--- src/rtl/regfile_wb_arbiter.sv ---
// Round-robin arbiter for the single register-file write port, plus a busy
// scoreboard of destinations reserved at issue and still awaiting writeback.
module regfile_wb_arbiter #(
  parameter int width = 32,
  parameter int n_req = 3
) (
  input  logic                   clk,
  input  logic                   reset,
  input  logic [n_req-1:0]       wb_valid,
  input  logic [n_req*5-1:0]     wb_addr,
  input  logic [n_req*width-1:0] wb_data,
  output logic [n_req-1:0]       wb_ready,
  input  logic                   rsv_en,
  input  logic [4:0]             rsv_addr,
  output logic [4:0]             W_addr,
  output logic [width-1:0]       W_data,
  output logic                   wr_enable,
  output logic [31:0]            busy
);

  localparam int idx_w = (n_req > 1) ? $clog2(n_req) : 1;
  typedef logic [idx_w-1:0] idx_t;

  logic [4:0]       addr_arr [n_req];
  logic [width-1:0] data_arr [n_req];

  idx_t             last_reg;
  idx_t             grant_idx;
  logic             grant_found;
  logic             transfer;
  logic [4:0]       w_addr_reg;
  logic [width-1:0] w_data_reg;
  logic             wr_enable_reg;
  logic [31:0]      busy_reg;
  logic [31:0]      busy_next;

  genvar gi;
  generate
    for (gi = 0; gi < n_req; gi++) begin : g_unpack
      assign addr_arr[gi] = wb_addr[gi*5 +: 5];
      assign data_arr[gi] = wb_data[gi*width +: width];
    end
  endgenerate

  // Search begins just after the last granted requester, wrapping around.
  always_comb begin
    int cand;
    cand        = 0;
    grant_idx   = '0;
    grant_found = 1'b0;
    for (int k = 1; k <= n_req; k++) begin
      cand = (int'(last_reg) + k) % n_req;
      if (!grant_found && wb_valid[cand]) begin
        grant_found = 1'b1;
        grant_idx   = idx_t'(cand);
      end
    end
  end

  generate
    for (gi = 0; gi < n_req; gi++) begin : g_ready
      assign wb_ready[gi] = reset & grant_found & (grant_idx == idx_t'(gi));
    end
  endgenerate

  assign transfer = |(wb_valid & wb_ready);

  // Register 0 is hardwired; a pending reservation wins over a same-edge commit.
  assign busy_next[0] = 1'b0;
  generate
    for (gi = 1; gi < 32; gi++) begin : g_busy
      assign busy_next[gi] = (rsv_en && (rsv_addr == 5'(gi))) ||
                             (busy_reg[gi] && !(wr_enable_reg && (w_addr_reg == 5'(gi))));
    end
  endgenerate

  always_ff @(posedge clk) begin
    if (!reset) begin
      last_reg      <= idx_t'(n_req - 1);
      w_addr_reg    <= '0;
      w_data_reg    <= '0;
      wr_enable_reg <= 1'b0;
      busy_reg      <= '0;
    end else begin
      wr_enable_reg <= transfer && (addr_arr[grant_idx] != 5'd0);
      if (transfer) begin
        last_reg   <= grant_idx;
        w_addr_reg <= addr_arr[grant_idx];
        w_data_reg <= data_arr[grant_idx];
      end
      busy_reg <= busy_next;
    end
  end

  assign W_addr    = w_addr_reg;
  assign W_data    = w_data_reg;
  assign wr_enable = wr_enable_reg;
  assign busy      = busy_reg;

endmodule

--- config.mk ---
export PLATFORM = sky130hd
export DESIGN_NAME = regfile_wb_arbiter
export DESIGN_NICKNAME = d
export VERILOG_FILES = /design/src/rtl/regfile_wb_arbiter.sv
export SDC_FILE = /design/constraint.sdc
export NUM_CORES = 1
export LEC_CHECK = 0
export CAP_MARGIN = 20
export CORE_ASPECT_RATIO = 0.9
export CORE_UTILIZATION = 33
export CTS_CLUSTER_DIAMETER = 100
export DETAILED_ROUTE_END_ITERATION = 12
export HOLD_SLACK_MARGIN = 0.06
export PLACE_DENSITY = 0.73
export SYNTH_ARGS = -nofsm -noshare
export SYNTH_HDL_FRONTEND = slang
export SYNTH_SLANG_ARGS = --single-unit
export TNS_END_PERCENT = 5
--- constraint.sdc ---
create_clock -name clk -period 3.25 [get_ports clk]
set_input_delay 0.325 -clock clk [delete_from_list [all_inputs] [get_ports clk]]
set_output_delay 0.325 -clock clk [all_outputs]
set_load 0.01 [all_outputs]
==> metrics.yaml, run 1 <==
final_layout:
  diodes: 0
  areaGrowthSynthToFinish_pct: 67.3
  largest_register_ffs: 32
  drive_above_1_share: 0.0529
  nets: 726
critical_path:
  r2r-start: "last_reg[0]"
  worst_ep_required_time_ns: 2.92
  critPathMaxFanout: 7
  rrSetupSlack_ns: 0.62
  arrival_ns: 2.72
  reg2reg_depth: 9
  cp-end-kind: "primary output"
  critPathLaunch: "last_reg[1]"
  crit_type: "reg2out"
  startpoint_type: "flip-flop"
  regToRegEndpoint: "wr_enable"
timing:
  drv_slew: 0
  tns_ns: 0
  period_share: 0.938
  tightest_slew_ns: 0.491
  skew_ns: 0.0138
  relSlewSlack: 0.670
  holdWs_ns: 0.456
  setup_viol: 0
  fmax_ghz: 0.328
  min_period_ns: 3.05
  rsz0062_at_grt: "no"
  hold_violations: 0
power:
  leakage_nw: 2.11
  power.density_nw_per_um2: 538
  ir_worst_vdd_mv: 0.322
place:
  dpl.hpwl_um: 8780
  gp_congestion: 0.846
  port_buffers: 193
job:
  maxCapViolCount: 0
outcome:
  status: "complete, no violations"
global_route:
  track_usage: 0.221
  grt_max_degree: 47
  use_met3: 0.0589
  overflow: 0
  grt_pass1_vias: 3936
  antenna_found_initial: 0
  grt_use_met2: 0.373
  grt_pass1_wl_um: 18900
  use_met1: 0.274
  grt-busiest-layer: "met2"
logic_synthesis:
  syn_nets: 551
  synth_warnings: 0
  synth_seq_cells: 71
  yosysUniqueCellTypes: 41
  syn_avg_cell_area_um2: 8.12
  synthCells: 425
  synthTopCellsByArea: "dfxtp_1, o21ai_0, a221oi_1, nand2_1, a21boi_0"
  synth_top_cell_area_share: 0.412
  synth_edf_count: 0
  ys_seq_area_frac: 0.412
  synth_top_area_cell: "dfxtp_1"
  ys_async_sr_fraction: 0
  synthFlopType: "dfxtp_1"
  synth_area_um2: 3450
routing:
  viasPerCell: 5.36
  dr.pass1.iters: 6
  drt_first_iter_violations: 210
  num_vias: 3933
  wl_per_cell_um: 16.0
  wirelength_um: 11800
  drtAntennaViolNets: 0
  drc: 0
cts:
  cts_hold_buf: 0
  clockRootBuffer: "clkbuf_16"
  clk_path_buf_depth: 2
  clkSlewWorstSetupHoldPaths_ns: 0.06
  h-tree-depth: 3
  ctsResizeCount: 0
  cts_tree: "done"
  clk_latency_ns: 0.33
  cts_num_sinks: 71
  numCtsBuffers: 9
  postCtsSetupBuffers: 0
die:
  placementRows: 35
  initial_core_util: 0.338
  dieArea_um2: 10900
  die_w_um: 110
  core_um2: 10200
  pin_count: 195
  die_h_um: 99.0
worst_hold_path:
  whs_path_depth: 2
  min_path_type: "in2reg"
  min_to: "last_reg[1]"
  hp-start: "reset"
[placed cells by master (no fill, tap or decap), types with 5 or more instances in the layout]
cell and instances:
buf_4 7, a221oi_1 32, a21boi_0 31, dfxtp_1 71, nor2b_1 6, a222oi_1 5
clkdlybuf4s50_1 192, clkbuf_16 9, nand3_1 10, nand2_1 70, a21oi_1 36, nand2b_1 10
o21ai_0 64, nor2_1 7
[layout make-up]
cell class	instances	area (um^2)
timing repair buffer	200	1980
tap	129	161
fill	938	4430
inverter	4	15.0
multi-input combinational	314	1860
clock buffer	9	225
sequential	71	1420
clock inverter	7	104
[critical path, cell delays in order, from the launching register on]
cell and delay (ns):
dfxtp_1 0.38, inv_1 0.08, ha_1 0.23, nand3b_1 0.21
o21ai_1 0.18, nor3b_2 0.29, mux2_4 0.37, and2_1 0.19
clkdlybuf4s50_1 0.48
[cell families after synthesis]
| group | share of synthesized area |
|---|---|
| other cells | 0.00109 |
| fa+ha+maj | 0.0145 |
| buf+inv | 0.0504 |
| compound gates | 0.346 |
| mux | 0.00725 |
| flops | 0.412 |
| simple gates | 0.169 |
[synthesized netlist by cell type, types with 2 or more instances]
cell type,n
nand3b_1,2
a21oi_1,36
nor2_1,7
nor2b_1,6
or2_2,2
o21ai_0,64
ha_1,4
nor3b_1,3
clkbuf_1,24
o21ai_1,2
nand3_1,10
nor3_1,4
o21a_1,2
and3_1,2
a21boi_0,31
a222oi_1,5
nand2_1,70
a221oi_1,32
buf_2,9
nand4b_1,2
and2_1,3
nand2b_1,10
o211a_1,4
inv_1,4
dfxtp_1,71
[where the power goes]
| group | internal, mW | switching, mW |
|---|---|---|
| logic | 0.489 | 0.495 |
| registers | 0.965 | 0.0683 |
| clock network | 0.682 | 0.406 |
| total | 2.14 | 0.969 |
[how the worst max path moves through the flow]
stage / slack, ns / cells after the start / end
after floorplan: 0.88 / 9 / wb_ready[0]
after global placement: 0.42 / 7 / wb_ready[0]
after detailed placement: 0.38 / 7 / wb_ready[0]
after CTS: 0.19 / 8 / wb_ready[0]
after global routing: 0.02 / 8 / wb_ready[0]
final: 0.20 / 8 / wb_ready[0]
[layer usage]
metal  part of all wire  wire length [um]  up-vias
met5                  0                 0        -
met1               0.42              4930     1813
met2               0.48              5610      197
li1                   -                 -     1903
met4              0.020               239        0
met3              0.084               989       20
[metrics by stage]
step	instance area [um^2]	cells	utilization	power [mW]	worst slack (ns)
after global placement	5440	718	0.533	2.01	0.421
after CTS	5770	734	0.566	3.13	0.194
after floorplan	3450	425	-	1.56	0.883
final	5770	734	0.566	3.11	0.201
after global routing	5770	734	0.566	3.27	0.0156
after detailed placement	5440	718	0.533	2.03	0.384
No activity file was read; power rests on OpenSTA's default activity.
==> run 2: changes to the inputs <==
- CORE_UTILIZATION: 33 -> 39
- PLACE_DENSITY: 0.73 -> 0.84
==> metrics.yaml, run 2 (same netlist as run 1, synthesis figures left out) <==
timing:
  rsz0062_at_grt: "no"  # unchanged
  drv_slew: 0  # unchanged
  setup_ws_ns: 0.174  # was 0.201 ns
  relSlewSlack: 0.646  # was 0.670
  tns_ns: 0  # unchanged
  setup_viol: 0  # unchanged
  min_period_ns: 3.08  # was 3.05 ns
  hold_violations: 0  # unchanged
  tightest_slew_ns: 0.527  # was 0.491 ns
  period_share: 0.947  # was 0.938
  skew_ns: 0.0115  # was 0.0138 ns
  fmax_ghz: 0.325  # was 0.328 GHz
critical_path:
  critPathLaunch: "last_reg[1]"  # unchanged
  cp-end-kind: "primary output"  # unchanged
  startpoint_type: "flip-flop"  # unchanged
  cp_cell_sequence: "inv_1 > ha_1 > nand3b_1 > o21ai_1 > nor3b_2 > mux2_4 > and2_1 > clkdlybuf4s50_1"  # unchanged
  worst_ep_required_time_ns: 2.92  # about the same
  critPathMaxFanout: 13  # was 7
  arrival_ns: 2.75  # was 2.72 ns
  critical_path.max_stage_delay_ns: 0.47  # was 0.48 ns
  critPathSlowestCell: "clkdlybuf4s50_1"  # unchanged
  r2r-start: "last_reg[0]"  # unchanged
  crit_type: "reg2out"  # unchanged
cts:
  ctsResizeCount: 0  # unchanged
  clk_latency_ns: 0.34  # was 0.33 ns
  h-tree-depth: 3  # unchanged
  clk_path_buf_depth: 2  # unchanged
  cts_tree: "done"  # unchanged
  clockRootBuffer: "clkbuf_8"  # was clkbuf_16
  cts_num_sinks: 71  # unchanged
  postCtsSetupBuffers: 0  # unchanged
  clkSlewWorstSetupHoldPaths_ns: 0.07  # was 0.06 ns
  numCtsBuffers: 9  # unchanged
  cts_hold_buf: 0  # unchanged
power:
  leakage_nw: 2.06  # was 2.11 nW
  power.density_nw_per_um2: 496  # was 538 nW/um^2
  ir_worst_vdd_mv: 0.272  # was 0.322 mV
place:
  dp_cells: 708  # was 718
  port_buffers: 193  # unchanged
  dpl.hpwl_um: 8650  # was 8780 um
  gp_congestion: 0.874  # was 0.846
  pre_cts_slack_ns: 0.333  # was 0.384 ns
global_route:
  grt_pass1_vias: 3907  # was 3936
  grt_max_degree: 50  # was 47
  antenna_found_initial: 0  # unchanged
  grt-busiest-layer: "met2"  # unchanged
  grt_use_met2: 0.454  # was 0.373
  track_usage: 0.257  # was 0.221
  grt_pass1_wl_um: 18800  # was 18900 um
  overflow: 0  # unchanged
  use_met1: 0.297  # was 0.274
  use_met3: 0.0631  # was 0.0589
job:
  maxCapViolCount: 0  # unchanged
final_layout:
  fin_cells: 724  # was 734
  drive_above_1_share: 0.0512  # was 0.0529
  diodes: 0  # unchanged
  layout_commonest_cell: "clkdlybuf4s50_1"  # unchanged
  fin_util: 0.660  # was 0.566
  nets: 726  # unchanged
  largest_register_ffs: 32  # unchanged
  areaGrowthSynthToFinish_pct: 63.8  # was 67.3%
  layout_common_cells: "clkdlybuf4s50_1, dfxtp_1, nand2_1"  # unchanged
routing:
  drt_first_iter_violations: 177  # was 210
  num_vias: 4052  # was 3933
  dr.pass1.iters: 5  # was 6
  drc: 0  # unchanged
  wl_per_cell_um: 16.4  # was 16.0 um
  drtAntennaViolNets: 0  # unchanged
  viasPerCell: 5.60  # was 5.36
  wirelength_um: 11900  # was 11800 um
die:
  pin_count: 195  # unchanged
  die_w_um: 101  # was 110 um
  placementRows: 32  # was 35
  dieArea_um2: 9230  # was 10900 um^2
  initial_core_util: 0.403  # was 0.338
  die_h_um: 91.2  # was 99.0 um
  core_um2: 8570  # was 10200 um^2
outcome:
  status: "complete, no violations"  # unchanged
worst_hold_path:
  hp-start: "reset"  # unchanged
  min_path_type: "in2reg"  # unchanged
## run 2: report_power, final
part / internal [mW] / switching [mW]
clock: 0.454 / 0.331
sequential: 0.964 / 0.0715
combinational: 0.489 / 0.494
## run 2: per-stage QoR
stage / hold slack [ns] / area [um^2] / total power, mW
floorplan: 0.459 / 3450 / 1.56
global placement: 0.464 / 5430 / 2.00
detailed placement: 0.476 / 5430 / 2.03
CTS: 0.431 / 5650 / 2.81
global route: 0.465 / 5650 / 2.95
finish: 0.443 / 5650 / 2.80
## run 2: metal layers
layer	part of all wire	wire length [um]
met2	0.50	5900
met3	0.082	972
met4	0.023	274
met1	0.40	4720
met5	0	0
## run 2: critical path: cells and delay by family, from the launching register on
kind,cells,cell delay [ns]
simple gates,3,0.67
mux,1,0.40
buf+inv,2,0.55
flops,1,0.38
compound gates,1,0.18
fa+ha+maj,1,0.23
## run 2: cell type report
class,instances,area (um^2)
Clock buffer,11,141
Clock inverter,5,81.3
Fill cell,749,2920
Inverter,4,15.0
Multi-Input combinational cell,314,1860
Sequential cell,71,1420
Tap cell,119,149
Timing Repair Buffer,200,1980
## run 2: path summary, 6_finish.rpt
path / cells after the start / slack, ns / to
setup / recovery: 8 / 0.17 / wb_ready[0]
hold / removal: 2 / 0.44 / last_reg[1]
setup reg to reg: 10 / 0.65 / wr_enable
hold reg to reg: 2 / 0.48 / busy[4]
